[src/rtl/decode_stage_if.sv]
// Handshake bundle between fetch, the decode stage and execute.
// The slave modport is the decode stage; the master modport is its environment.
interface decode_stage_if #(
    parameter int XLEN = 32
);
    logic            in_valid;
    logic            in_ready;
    logic [31:0]     in_insn;
    logic [XLEN-1:0] in_pc;

    logic            out_valid;
    logic            out_ready;
    logic [XLEN-1:0] out_pc;
    logic [4:0]      out_op;
    logic [4:0]      out_rd;
    logic [4:0]      out_rs1;
    logic [4:0]      out_rs2;
    logic [XLEN-1:0] out_imm;
    logic            out_asel;
    logic            out_bsel;
    logic            out_pcsel;
    logic [2:0]      out_cond;
    logic            out_memr;
    logic            out_memw;
    logic [2:0]      out_memt;
    logic            out_illegal;

    modport master (
        output in_valid, in_insn, in_pc, out_ready,
        input  in_ready, out_valid, out_pc, out_op, out_rd, out_rs1, out_rs2,
               out_imm, out_asel, out_bsel, out_pcsel, out_cond, out_memr,
               out_memw, out_memt, out_illegal
    );

    modport slave (
        input  in_valid, in_insn, in_pc, out_ready,
        output in_ready, out_valid, out_pc, out_op, out_rd, out_rs1, out_rs2,
               out_imm, out_asel, out_bsel, out_pcsel, out_cond, out_memr,
               out_memw, out_memt, out_illegal
    );
endinterface

[src/rtl/decode_stage.sv]
// RV32I/RV32M decode stage: valid/ready handshake, optional two-entry skid buffer,
// synchronous flush, register/immediate extraction and illegal-instruction detection.
module decode_stage #(
    parameter int XLEN  = 32,
    parameter bit HAS_M = 1'b0,
    parameter bit SKID  = 1'b1
) (
    input logic           clk,
    input logic           rst,
    input logic           flush,
    decode_stage_if.slave bus
);

    localparam logic [6:0] OPC_OP     = 7'h33;
    localparam logic [6:0] OPC_OP_IMM = 7'h13;
    localparam logic [6:0] OPC_BRANCH = 7'h63;
    localparam logic [6:0] OPC_JAL    = 7'h6F;
    localparam logic [6:0] OPC_JALR   = 7'h67;
    localparam logic [6:0] OPC_LOAD   = 7'h03;
    localparam logic [6:0] OPC_STORE  = 7'h23;
    localparam logic [6:0] OPC_LUI    = 7'h37;
    localparam logic [6:0] OPC_AUIPC  = 7'h17;

    typedef enum logic [4:0] {
        OP_ADD, OP_SUB, OP_XOR, OP_SHL, OP_SHR, OP_ASR, OP_OR, OP_AND,
        OP_SLT, OP_USLT, OP_USUB,
        OP_MUL, OP_MULH, OP_MULHSU, OP_MULHU, OP_DIV, OP_DIVU, OP_REM, OP_REMU
    } op_e;

    typedef enum logic [2:0] {
        COND_NEVER, COND_ALWAYS, COND_ZERO, COND_NOTZERO, COND_CARRY, COND_NOTCARRY
    } cond_e;

    typedef enum logic [2:0] {
        MEM_LB, MEM_LH, MEM_LW, MEM_LBU, MEM_LHU, MEM_SB, MEM_SH, MEM_SW
    } memt_e;

    typedef enum logic [1:0] {
        S_EMPTY, S_ONE, S_FULL
    } state_e;

    typedef struct packed {
        logic [XLEN-1:0] pc;
        op_e             op;
        logic [4:0]      rd;
        logic [4:0]      rs1;
        logic [4:0]      rs2;
        logic [XLEN-1:0] imm;
        logic            asel;
        logic            bsel;
        logic            pcsel;
        cond_e           cond;
        logic            memr;
        logic            memw;
        memt_e           memt;
        logic            illegal;
    } bundle_t;

    function automatic logic [XLEN-1:0] imm_i(input logic [31:0] insn);
        return {{(XLEN-12){insn[31]}}, insn[31:20]};
    endfunction

    function automatic logic [XLEN-1:0] imm_s(input logic [31:0] insn);
        return {{(XLEN-12){insn[31]}}, insn[31:25], insn[11:7]};
    endfunction

    function automatic logic [XLEN-1:0] imm_b(input logic [31:0] insn);
        return {{(XLEN-13){insn[31]}}, insn[31], insn[7], insn[30:25], insn[11:8], 1'b0};
    endfunction

    function automatic logic [XLEN-1:0] imm_u(input logic [31:0] insn);
        return {{(XLEN-32){insn[31]}}, insn[31:12], 12'b0};
    endfunction

    function automatic logic [XLEN-1:0] imm_j(input logic [31:0] insn);
        return {{(XLEN-21){insn[31]}}, insn[31], insn[19:12], insn[20], insn[30:21], 1'b0};
    endfunction

    // funct7=0x00 ALU mapping shared by register and immediate forms.
    function automatic op_e alu_op(input logic [2:0] f3);
        op_e op;
        case (f3)
            3'd0:    op = OP_ADD;
            3'd1:    op = OP_SHL;
            3'd2:    op = OP_SLT;
            3'd3:    op = OP_USLT;
            3'd4:    op = OP_XOR;
            3'd5:    op = OP_SHR;
            3'd6:    op = OP_OR;
            default: op = OP_AND;
        endcase
        return op;
    endfunction

    function automatic op_e mul_op(input logic [2:0] f3);
        op_e op;
        case (f3)
            3'd0:    op = OP_MUL;
            3'd1:    op = OP_MULH;
            3'd2:    op = OP_MULHSU;
            3'd3:    op = OP_MULHU;
            3'd4:    op = OP_DIV;
            3'd5:    op = OP_DIVU;
            3'd6:    op = OP_REM;
            default: op = OP_REMU;
        endcase
        return op;
    endfunction

    // Formats without an rs1/rs2 field report register 0 so hazard logic sees no dependency.
    function automatic bundle_t decode(input logic [31:0] insn, input logic [XLEN-1:0] pc);
        bundle_t    b;
        logic [2:0] f3;
        logic [6:0] f7;
        logic       bad;
        b     = '0;
        f3    = insn[14:12];
        f7    = insn[31:25];
        bad   = (insn[1:0] != 2'b11);
        b.pc  = pc;
        b.rd  = insn[11:7];
        b.rs1 = insn[19:15];
        b.rs2 = insn[24:20];
        case (insn[6:0])
            OPC_OP: begin
                if (f7 == 7'h00) begin
                    b.op = alu_op(f3);
                end else if (f7 == 7'h20 && f3 == 3'd0) begin
                    b.op = OP_SUB;
                end else if (f7 == 7'h20 && f3 == 3'd5) begin
                    b.op = OP_ASR;
                end else if (f7 == 7'h01 && HAS_M) begin
                    b.op = mul_op(f3);
                end else begin
                    bad = 1'b1;
                end
            end
            OPC_OP_IMM: begin
                b.rs2  = '0;
                b.bsel = 1'b1;
                b.imm  = imm_i(insn);
                b.op   = alu_op(f3);
                if (f3 == 3'd1 && f7 != 7'h00) begin
                    bad = 1'b1;
                end else if (f3 == 3'd5) begin
                    if (f7 == 7'h20) begin
                        b.op = OP_ASR;
                    end else if (f7 != 7'h00) begin
                        bad = 1'b1;
                    end
                end
            end
            OPC_BRANCH: begin
                b.rd  = '0;
                b.imm = imm_b(insn);
                b.op  = (f3[2:1] == 2'b11) ? OP_USUB : OP_SUB;
                case (f3)
                    3'd0:       b.cond = COND_ZERO;
                    3'd1:       b.cond = COND_NOTZERO;
                    3'd4, 3'd6: b.cond = COND_CARRY;
                    3'd5, 3'd7: b.cond = COND_NOTCARRY;
                    default:    bad = 1'b1;
                endcase
            end
            OPC_JAL: begin
                b.rs1  = '0;
                b.rs2  = '0;
                b.imm  = imm_j(insn);
                b.asel = 1'b1;
                b.bsel = 1'b1;
                b.cond = COND_ALWAYS;
            end
            OPC_JALR: begin
                b.rs2   = '0;
                b.imm   = imm_i(insn);
                b.asel  = 1'b1;
                b.bsel  = 1'b1;
                b.cond  = COND_ALWAYS;
                b.pcsel = 1'b1;
                bad     = bad | (f3 != 3'd0);
            end
            OPC_LOAD: begin
                b.rs2  = '0;
                b.imm  = imm_i(insn);
                b.bsel = 1'b1;
                b.memr = 1'b1;
                case (f3)
                    3'd0:    b.memt = MEM_LB;
                    3'd1:    b.memt = MEM_LH;
                    3'd2:    b.memt = MEM_LW;
                    3'd4:    b.memt = MEM_LBU;
                    3'd5:    b.memt = MEM_LHU;
                    default: bad = 1'b1;
                endcase
            end
            OPC_STORE: begin
                b.rd   = '0;
                b.imm  = imm_s(insn);
                b.bsel = 1'b1;
                b.memw = 1'b1;
                case (f3)
                    3'd0:    b.memt = MEM_SB;
                    3'd1:    b.memt = MEM_SH;
                    3'd2:    b.memt = MEM_SW;
                    default: bad = 1'b1;
                endcase
            end
            OPC_LUI: begin
                b.rs1  = '0;
                b.rs2  = '0;
                b.imm  = imm_u(insn);
                b.bsel = 1'b1;
            end
            OPC_AUIPC: begin
                b.rs1  = '0;
                b.rs2  = '0;
                b.imm  = imm_u(insn);
                b.asel = 1'b1;
                b.bsel = 1'b1;
            end
            default: bad = 1'b1;
        endcase
        // Illegal bundles become a NOP that still carries the faulting pc.
        if (bad) begin
            b         = '0;
            b.pc      = pc;
            b.illegal = 1'b1;
        end
        return b;
    endfunction

    state_e  state_q, state_d;
    bundle_t out_q, out_d;
    bundle_t skid_q, skid_d;
    bundle_t dec;
    logic    out_valid_q, out_valid_d;
    logic    in_ready_q, in_ready_d;
    logic    in_ready;
    logic    in_fire;
    logic    out_fire;

    assign in_ready = SKID ? in_ready_q : (!out_valid_q || bus.out_ready);
    assign in_fire  = bus.in_valid && in_ready;
    assign out_fire = out_valid_q && bus.out_ready;

    always_comb begin
        dec      = decode(bus.in_insn, bus.in_pc);
        state_d  = state_q;
        out_d    = out_q;
        skid_d   = skid_q;
        if (flush) begin
            state_d = S_EMPTY;
        end else begin
            case (state_q)
                S_EMPTY: begin
                    if (in_fire) begin
                        out_d   = dec;
                        state_d = S_ONE;
                    end
                end
                S_ONE: begin
                    if (in_fire && !out_fire && SKID) begin
                        skid_d  = dec;
                        state_d = S_FULL;
                    end else if (in_fire) begin
                        out_d   = dec;
                    end else if (out_fire) begin
                        state_d = S_EMPTY;
                    end
                end
                S_FULL: begin
                    if (out_fire) begin
                        out_d   = skid_q;
                        state_d = S_ONE;
                    end
                end
                default: state_d = S_EMPTY;
            endcase
        end
        out_valid_d = (state_d != S_EMPTY);
        in_ready_d  = (state_d != S_FULL);
    end

    always_ff @(posedge clk or posedge rst) begin
        if (rst) begin
            state_q     <= S_EMPTY;
            out_valid_q <= 1'b0;
            in_ready_q  <= 1'b1;
            out_q       <= '0;
        end else begin
            state_q     <= state_d;
            out_valid_q <= out_valid_d;
            in_ready_q  <= in_ready_d;
            out_q       <= out_d;
        end
    end

    // Skid contents are only meaningful in S_FULL, so they carry no reset.
    always_ff @(posedge clk) begin
        skid_q <= skid_d;
    end

    assign bus.in_ready    = in_ready;
    assign bus.out_valid   = out_valid_q;
    assign bus.out_pc      = out_q.pc;
    assign bus.out_op      = out_q.op;
    assign bus.out_rd      = out_q.rd;
    assign bus.out_rs1     = out_q.rs1;
    assign bus.out_rs2     = out_q.rs2;
    assign bus.out_imm     = out_q.imm;
    assign bus.out_asel    = out_q.asel;
    assign bus.out_bsel    = out_q.bsel;
    assign bus.out_pcsel   = out_q.pcsel;
    assign bus.out_cond    = out_q.cond;
    assign bus.out_memr    = out_q.memr;
    assign bus.out_memw    = out_q.memw;
    assign bus.out_memt    = out_q.memt;
    assign bus.out_illegal = out_q.illegal;

endmodule
[src/flat_wrapper.sv]
// flat-port wrapper written by rule: the top's interface ports become plain ports
module decode_stage_flat 
#(
    parameter int XLEN  = 32,
    parameter bit HAS_M = 1'b0,
    parameter bit SKID  = 1'b1
)
  (clk, rst, flush, bus_in_valid, bus_in_insn, bus_in_pc, bus_out_ready, bus_in_ready, bus_out_valid, bus_out_pc, bus_out_op, bus_out_rd, bus_out_rs1, bus_out_rs2, bus_out_imm, bus_out_asel, bus_out_bsel, bus_out_pcsel, bus_out_cond, bus_out_memr, bus_out_memw, bus_out_memt, bus_out_illegal);
  decode_stage_if #(.XLEN(XLEN)) bus_i ();
  input logic clk;
  input logic rst;
  input logic flush;
  input wire logic [$bits(bus_i.in_valid)-1:0] bus_in_valid;
  input wire logic [$bits(bus_i.in_insn)-1:0] bus_in_insn;
  input wire logic [$bits(bus_i.in_pc)-1:0] bus_in_pc;
  input wire logic [$bits(bus_i.out_ready)-1:0] bus_out_ready;
  output wire logic [$bits(bus_i.in_ready)-1:0] bus_in_ready;
  output wire logic [$bits(bus_i.out_valid)-1:0] bus_out_valid;
  output wire logic [$bits(bus_i.out_pc)-1:0] bus_out_pc;
  output wire logic [$bits(bus_i.out_op)-1:0] bus_out_op;
  output wire logic [$bits(bus_i.out_rd)-1:0] bus_out_rd;
  output wire logic [$bits(bus_i.out_rs1)-1:0] bus_out_rs1;
  output wire logic [$bits(bus_i.out_rs2)-1:0] bus_out_rs2;
  output wire logic [$bits(bus_i.out_imm)-1:0] bus_out_imm;
  output wire logic [$bits(bus_i.out_asel)-1:0] bus_out_asel;
  output wire logic [$bits(bus_i.out_bsel)-1:0] bus_out_bsel;
  output wire logic [$bits(bus_i.out_pcsel)-1:0] bus_out_pcsel;
  output wire logic [$bits(bus_i.out_cond)-1:0] bus_out_cond;
  output wire logic [$bits(bus_i.out_memr)-1:0] bus_out_memr;
  output wire logic [$bits(bus_i.out_memw)-1:0] bus_out_memw;
  output wire logic [$bits(bus_i.out_memt)-1:0] bus_out_memt;
  output wire logic [$bits(bus_i.out_illegal)-1:0] bus_out_illegal;
  assign bus_i.in_valid = bus_in_valid;
  assign bus_i.in_insn = bus_in_insn;
  assign bus_i.in_pc = bus_in_pc;
  assign bus_i.out_ready = bus_out_ready;
  assign bus_in_ready = bus_i.in_ready;
  assign bus_out_valid = bus_i.out_valid;
  assign bus_out_pc = bus_i.out_pc;
  assign bus_out_op = bus_i.out_op;
  assign bus_out_rd = bus_i.out_rd;
  assign bus_out_rs1 = bus_i.out_rs1;
  assign bus_out_rs2 = bus_i.out_rs2;
  assign bus_out_imm = bus_i.out_imm;
  assign bus_out_asel = bus_i.out_asel;
  assign bus_out_bsel = bus_i.out_bsel;
  assign bus_out_pcsel = bus_i.out_pcsel;
  assign bus_out_cond = bus_i.out_cond;
  assign bus_out_memr = bus_i.out_memr;
  assign bus_out_memw = bus_i.out_memw;
  assign bus_out_memt = bus_i.out_memt;
  assign bus_out_illegal = bus_i.out_illegal;
  decode_stage #(.XLEN(XLEN), .HAS_M(HAS_M), .SKID(SKID)) u_core (.clk(clk), .rst(rst), .flush(flush), .bus(bus_i));
endmodule
[config.mk]
export PLATFORM = sky130hd
export DESIGN_NAME = decode_stage_flat
export DESIGN_NICKNAME = d
export VERILOG_FILES = /design/src/rtl/decode_stage_if.sv /design/src/rtl/decode_stage.sv /design/src/flat_wrapper.sv
export SDC_FILE = /design/constraint.sdc
export NUM_CORES = 1
export LEC_CHECK = 0
export BUFFER_PORTS_ARGS = -buffer_cell sky130_fd_sc_hd__buf_2
export CORE_MARGIN = 2
export CORE_UTILIZATION = 50
export DETAILED_ROUTE_END_ITERATION = 8
export PLACE_DENSITY = 0.73
export SLEW_MARGIN = 20
export SYNTH_ARGS = -nofsm -noshare
export SYNTH_HDL_FRONTEND = slang
export SYNTH_SLANG_ARGS = --single-unit
[constraint.sdc]
create_clock -name clk -period 7.4 [get_ports clk]
set_input_delay 1.48 -clock clk [delete_from_list [all_inputs] [get_ports clk]]
set_output_delay 1.48 -clock clk [all_outputs]
set_load 0.01 [all_outputs]
==> results.yml, run 1 <==
outcome:
  status: "finished clean"
drt:
  dr.pass1.iters: 5
  drt_wl_total_um: 21900
  vias: 6814
  route.detailed.drc: 0
  wl_per_cell_um: 18.4
  vias_per_cell: 5.74
  drtIter0Drc: 620
  ant_nets: 0
logic_synthesis:
  synth-async-reset-ratio_pct: 51.0
  netlist_instances: 819
  synth_area_leaders: "edfxtp_1, dfrtp_1, nor2_1"
  netlist_area_um2: 8630
  synth-main-ff-cell: "dfrtp_1"
  ys_ff_latch: 194
  yosysWarningCount: 0
  synthMuxAreaShare_pct: 1.87
  synthXorXnorAreaFrac_pct: 0.102
  avgSynthCellArea_um2: 10.5
  synth_edf_count: 95
  yosysTopAreaCellShare_pct: 33.1
  seq_area_frac_synth_pct: 61.8
  synth_top_family_by_area: "simple AND/OR/NAND/NOR gates"
  postSynthNetCount: 888
  synthSimpleGateAreaFrac_pct: 17.6
  synth_top_cell_by_area: "edfxtp_1"
  synth_fa_ha_area_share_pct: 0
  synth-compound-area-share_pct: 14.6
  synth_cell_types: 59
final_layout:
  fillers: 1467
  drive_gt1_share_pct: 23.1
  area_growth_pct: 17.2
  nets: 1018
  post-route-cell-area_um2: 10100
  diodes: 0
  fin_cells: 1187
grt:
  grt_remaining_overflow: 0
  grt_pass1_vias: 6274
  antenna_found_initial: 0
  grt_usage_pct: 24.0
  grt_pass1_wl_um: 33900
  grt_max_degree: 67
timing:
  fmax_mhz: 279
  worst_slack_ps: 3810
  tightest_slew_ps: 1000
  fin_crit_ps: 3590
  rsz0062_at_grt: "false"
  hold_violations: 0
  min_period_over_period_pct: 48.5
  fin_tns_setup_ps: 0
  setup_viol: 0
  relSlewSlack_pct: 32.9
  clock-skew-final_ps: 5.58
  slew_viol_final: 0
setup_path:
  arrival_ps: 3940
  path_class: "input port to flip-flop"
  worstPathRequired_ps: 7750
  start_kind: "input port"
  end_kind: "flip-flop"
  cp_max_fo: 49
cts:
  h-tree-depth: 4
  postCtsHoldBufs: 0
  cts_post_setup_buffers_inserted: 0
  clockBufferDepth: 2
  worstSkewPairLatency_ps: 440
  cts.sinks: 194
  path_clk_slew_ps: 70
  cts_tree: "done"
  cts_buffers: 17
  root_buffer: "clkbuf_16"
  cts_resized: 0
die:
  core-area_um2: 17100
  floorplan.initialDensity_pct: 50.6
  die-width_um: 135
  die_area_um2: 18300
  pin_count: 167
  fp-row-count: 48
  die_y_um: 135
place:
  dp_slack_ps: 3330
  dp_hpwl_um: 14500
  placed_cells: 1155
  gp_congestion: 0.929
  portBuffers: 165
  placed_cell_area_um2: 9530
power_and_ir_drop:
  peakVddDrop_v: 0.000180
  power_density_nw_per_um2: 280
  power_leakage_nw: 4.09
hold_path:
  hold_class: "flip-flop to flip-flop"
run:
  drv_cap: 0
## cell usage in the layout, fill, tap and decap left out, drive strengths merged, types with 3 or more instances in the layout
cell type,n
a21boi,3
edfxtp,95
o21ai,25
nor3b,4
nand3b,3
o211ai,7
mux2i,15
a31oi,37
nand3,10
and2,19
a211oi,5
a22oi,5
clkbuf,17
nand4,9
a2111oi,3
a21oi,69
dfrtp,98
o21a,3
nor2b,3
buf,172
inv,24
o22ai,35
nor4,4
clkinvlp,3
a211o,4
nor3,8
and3,16
nand2,106
o31ai,3
nor2,124
or3,3
nand2b,6
## report_power, final
part           internal [mW]  switching, mW
Clock                  0.481          0.443
Combinational          0.217          0.322
Sequential              1.29         0.0835
## cell usage after synthesis (4+ instances only)
master and n:
nand3_1 10, nand2_1 106, mux2i_1 15, and2_1 19
o211ai_1 7, nand2b_1 6, edfxtp_1 95, a211oi_1 4
a22oi_1 5, clkbuf_1 36, nand4_1 9, buf_6 4
dfrtp_1 98, nor3_1 8, a31oi_1 37, a211o_1 4
o21ai_0 22, nor2_1 124, inv_1 14, a21oi_1 69
and3_1 15, buf_2 16, o22ai_1 35
## cell families (layout without fill, tap and decap cells)
family	count (synthesis)	after routing
compound gates	205	205
simple gates	326	326
buf+inv	76	219
other cells	1	1
mux	16	16
xor+xnor	1	1
flops	194	194
## area by class of cell
type	instances	area, um^2	share of cell area, %
clock inverter	15	164	1.62
timing repair buffer	172	878	8.68
multi-input combinational	549	2980	29.4
tap	225	282	2.78
clock buffer	17	425	4.21
sequential	194	5330	52.7
inverter	15	58.8	0.581
## worst paths after layout
kind / start / endpoint / slack (ps) / cells after the start
worst max-delay path: bus_out_ready / u_core.bus.out_op[0] / 3810 / 8
worst min-delay path: u_core.bus.out_cond[1] / u_core.bus.out_cond[1] / 490 / 2
worst max register to register: u_core.state_q[0] / u_core.bus.out_op[0] / 4480 / 7
worst min register to register: u_core.bus.out_cond[1] / u_core.bus.out_cond[1] / 490 / 2
max in group asynchronous: rst / u_core.bus.out_op[3] / 5150 / 3
min in group asynchronous: rst / u_core.bus.out_pc[22] / 1100 / 2
## flip-flops by register name, summed over array words and instances (netlist names), 3 cells and up
register,flops
u_core.skid_q,95
u_core.bus.out_cond,3
u_core.bus.out_op,4
u_core.bus.out_rs1,5
u_core.bus.out_rs2,5
u_core.bus.out_rd,5
u_core.bus.out_imm,32
u_core.bus.out_memt,3
u_core.bus.out_pc,32
## metal layers
metal	share of wire [%]	wire, um	vias up	GRT usage (%)
met4	1.3	295	0	5.79
met3	6.7	1470	29	4.79
li1	-	-	3204	-
met2	47	10200	267	37.5
met1	45	9920	3314	34.9
met5	0	0	-	0
## worst max-delay path, stage by stage
cell and delay, ps:
buf_2 120, a21boi_0 140, o21a_1 260, nor2_4 630, buf_4 580, nand4_1 140
buf_4 320, o22ai_1 240
## through the flow
stage | utilization (%) | hold slack (ps) | power (mW)
6_report | 59.3 | 490 | 2.83
5_1_grt | 59.3 | 520 | 2.97
3_5_place_dp | 55.8 | 476 | 1.93
2_1_floorplan | - | 463 | 1.69
4_1_cts | 59.3 | 491 | 2.85
3_3_place_gp | 55.8 | 461 | 1.92
No activity file was read; power rests on OpenSTA's default activity.
==> inputs of run 2 (changes only) <==
==> constraint.sdc (replaced) <==
create_clock -name clk -period 3.6 [get_ports clk]
set_input_delay 0.72 -clock clk [delete_from_list [all_inputs] [get_ports clk]]
set_output_delay 0.72 -clock clk [all_outputs]
set_load 0.01 [all_outputs]
==> run 2 against run 1 <==
  * Non-clock buffer count up 7
  * Hold slack got worse by 84 ps
  * Via count grew 0.26%
  * Sequential share of layout area down 0.45 points
  * Largest cell class unchanged
==> results.yml, run 2 (synthesis gave the netlist of run 1 again) <==
outcome:
  status: "finished clean"
timing:
  setup_viol: 0
  fin_crit_ps: 2590
  clock-skew-final_ps: 8.33
  relSlewSlack_pct: 43.7
  tightest_slew_ps: 843
  slew_viol_final: 0
  fin_tns_setup_ps: 0
  hold_violations: 0
  fmax_mhz: 386
  min_period_over_period_pct: 71.9
  rsz0062_at_grt: "false"
cts:
  cts_post_setup_buffers_inserted: 0
  cts_buffers: 17
  root_buffer: "clkbuf_16"
  h-tree-depth: 4
  cts_resized: 0
  cts_tree: "done"
  worstSkewPairLatency_ps: 430
  cts.sinks: 194
  postCtsHoldBufs: 0
  path_clk_slew_ps: 70
  clockBufferDepth: 2
setup_path:
  cp_max_fo: 33
  start_kind: "input port"
  max_stage_delay_ps: 450
  r2r_slack_ps: 1370
  path_class: "input port to flip-flop"
  crit_family: "buffers and inverters"
  path_buf_inv: 3
  arrival_ps: 2740
  cp_slowest_cell: "a2111oi_4"
  worstPathRequired_ps: 3750
  crit_chain: "buf_2 > o21ai_0 > a2111oi_4 > a211oi_2 > buf_4 > and3_4 > inv_2 > nor2_1"
  end_kind: "flip-flop"
run:
  drv_cap: 0
drt:
  wl_per_cell_um: 18.4
  drt_wl_total_um: 22000
  ant_nets: 0
  vias: 6832
  vias_per_cell: 5.72
  route.detailed.drc: 0
  drtIter0Drc: 606
  dr.pass1.iters: 5
power_and_ir_drop:
  power_leakage_nw: 4.14
  peakVddDrop_v: 0.000359
  p_total_mw: 5.80
  power_density_nw_per_um2: 568
die:
  fp-row-count: 48
  die_y_um: 135
  die_area_um2: 18300
  floorplan.initialDensity_pct: 50.6
  pin_count: 167
  core-area_um2: 17100
  die-width_um: 135
final_layout:
  largest-register: "u_core.skid_q"
  largest_register_ffs: 95
  final_common_cell: "buf_2"
  nets: 1025
  drive_gt1_share_pct: 23.5
  area_growth_pct: 18.3
  diodes: 0
  final_cell_mix: "buf_2, nor2_1, nand2_1"
  fillers: 1482
place:
  dp_hpwl_um: 14600
  gp_congestion: 0.919
  portBuffers: 165
grt:
  antenna_found_initial: 1
  grt_pass1_vias: 6443
  grt_remaining_overflow: 0
  grt_usage_pct: 24.6
  grt_max_degree: 98
  grt_pass1_wl_um: 35000
hold_path:
  hold_class: "input port to async pin"
-- run 2: cell count changes in the layout (fill, tap and decap cells not counted), sizes merged --
cell,before,now
buf,172,179
clkinvlp,3,1
clkinv,2,3
clkbuf,17,18
-- run 2: layer usage --
metal	share of wire [%]	routed length (um)	vias to the layer above	GRT usage (%)
met1	44	9600	3309	35.0
li1	-	-	3217	-
met2	47	10500	276	38.2
met3	7.3	1620	30	5.91
met5	0	0	-	0
met4	1.6	344	0	6.60
-- run 2: worst register-to-register path, stage by stage (launching register included) --
cell and delay, ps:
dfrtp_1 450, a21boi_0 370, o21a_1 310, or2_2 520
buf_12 260, a21oi_1 70, o22ai_1 180
-- run 2: final timing paths --
check                      depth (start not counted)                endpoint                    from
max                                                8       u_core.skid_q[11]         bus_in_insn[13]
min                                                2   u_core.bus.out_pc[27]                     rst
max reg2reg                                        6  u_core.bus.out_imm[26]       u_core.state_q[0]
min reg2reg                                        2  u_core.bus.out_illegal  u_core.bus.out_illegal
max in group asynchronous                          3  u_core.bus.out_illegal                     rst
min in group clk                                   1       u_core.skid_q[68]            bus_in_pc[4]
-- run 2: stage by stage --
stage / setup WS [ps] / cells / utilization, % / hold WS [ps] / instance area [um^2]
final: 1010 / 1194 / 59.8 / 405 / 10200
after global routing: 874 / 1194 / 59.8 / 454 / 10200
after CTS: 1050 / 1194 / 59.8 / 432 / 10200
after detailed placement: 601 / 1162 / 56.4 / 474 / 9630
after global placement: 689 / 1162 / 56.4 / 456 / 9630
after floorplan: 291 / 819 / - / 463 / 8630
-- run 2: final cells by class --
class	instances	area, um^2	share of cell area, %
clock buffer	18	429	4.21
multi-input combinational	549	2980	29.2
clock inverter	14	145	1.42
tap	225	282	2.76
timing repair buffer	179	981	9.61
inverter	15	58.8	0.576
sequential	194	5330	52.3
-- run 2: report_power, final --
group / internal [mW] / switching, mW / total (mW)
Combinational: 0.459 / 0.670 / 1.13
Sequential: 2.64 / 0.165 / 2.81
Clock: 0.981 / 0.879 / 1.86
Total: 4.08 / 1.71 / 5.80
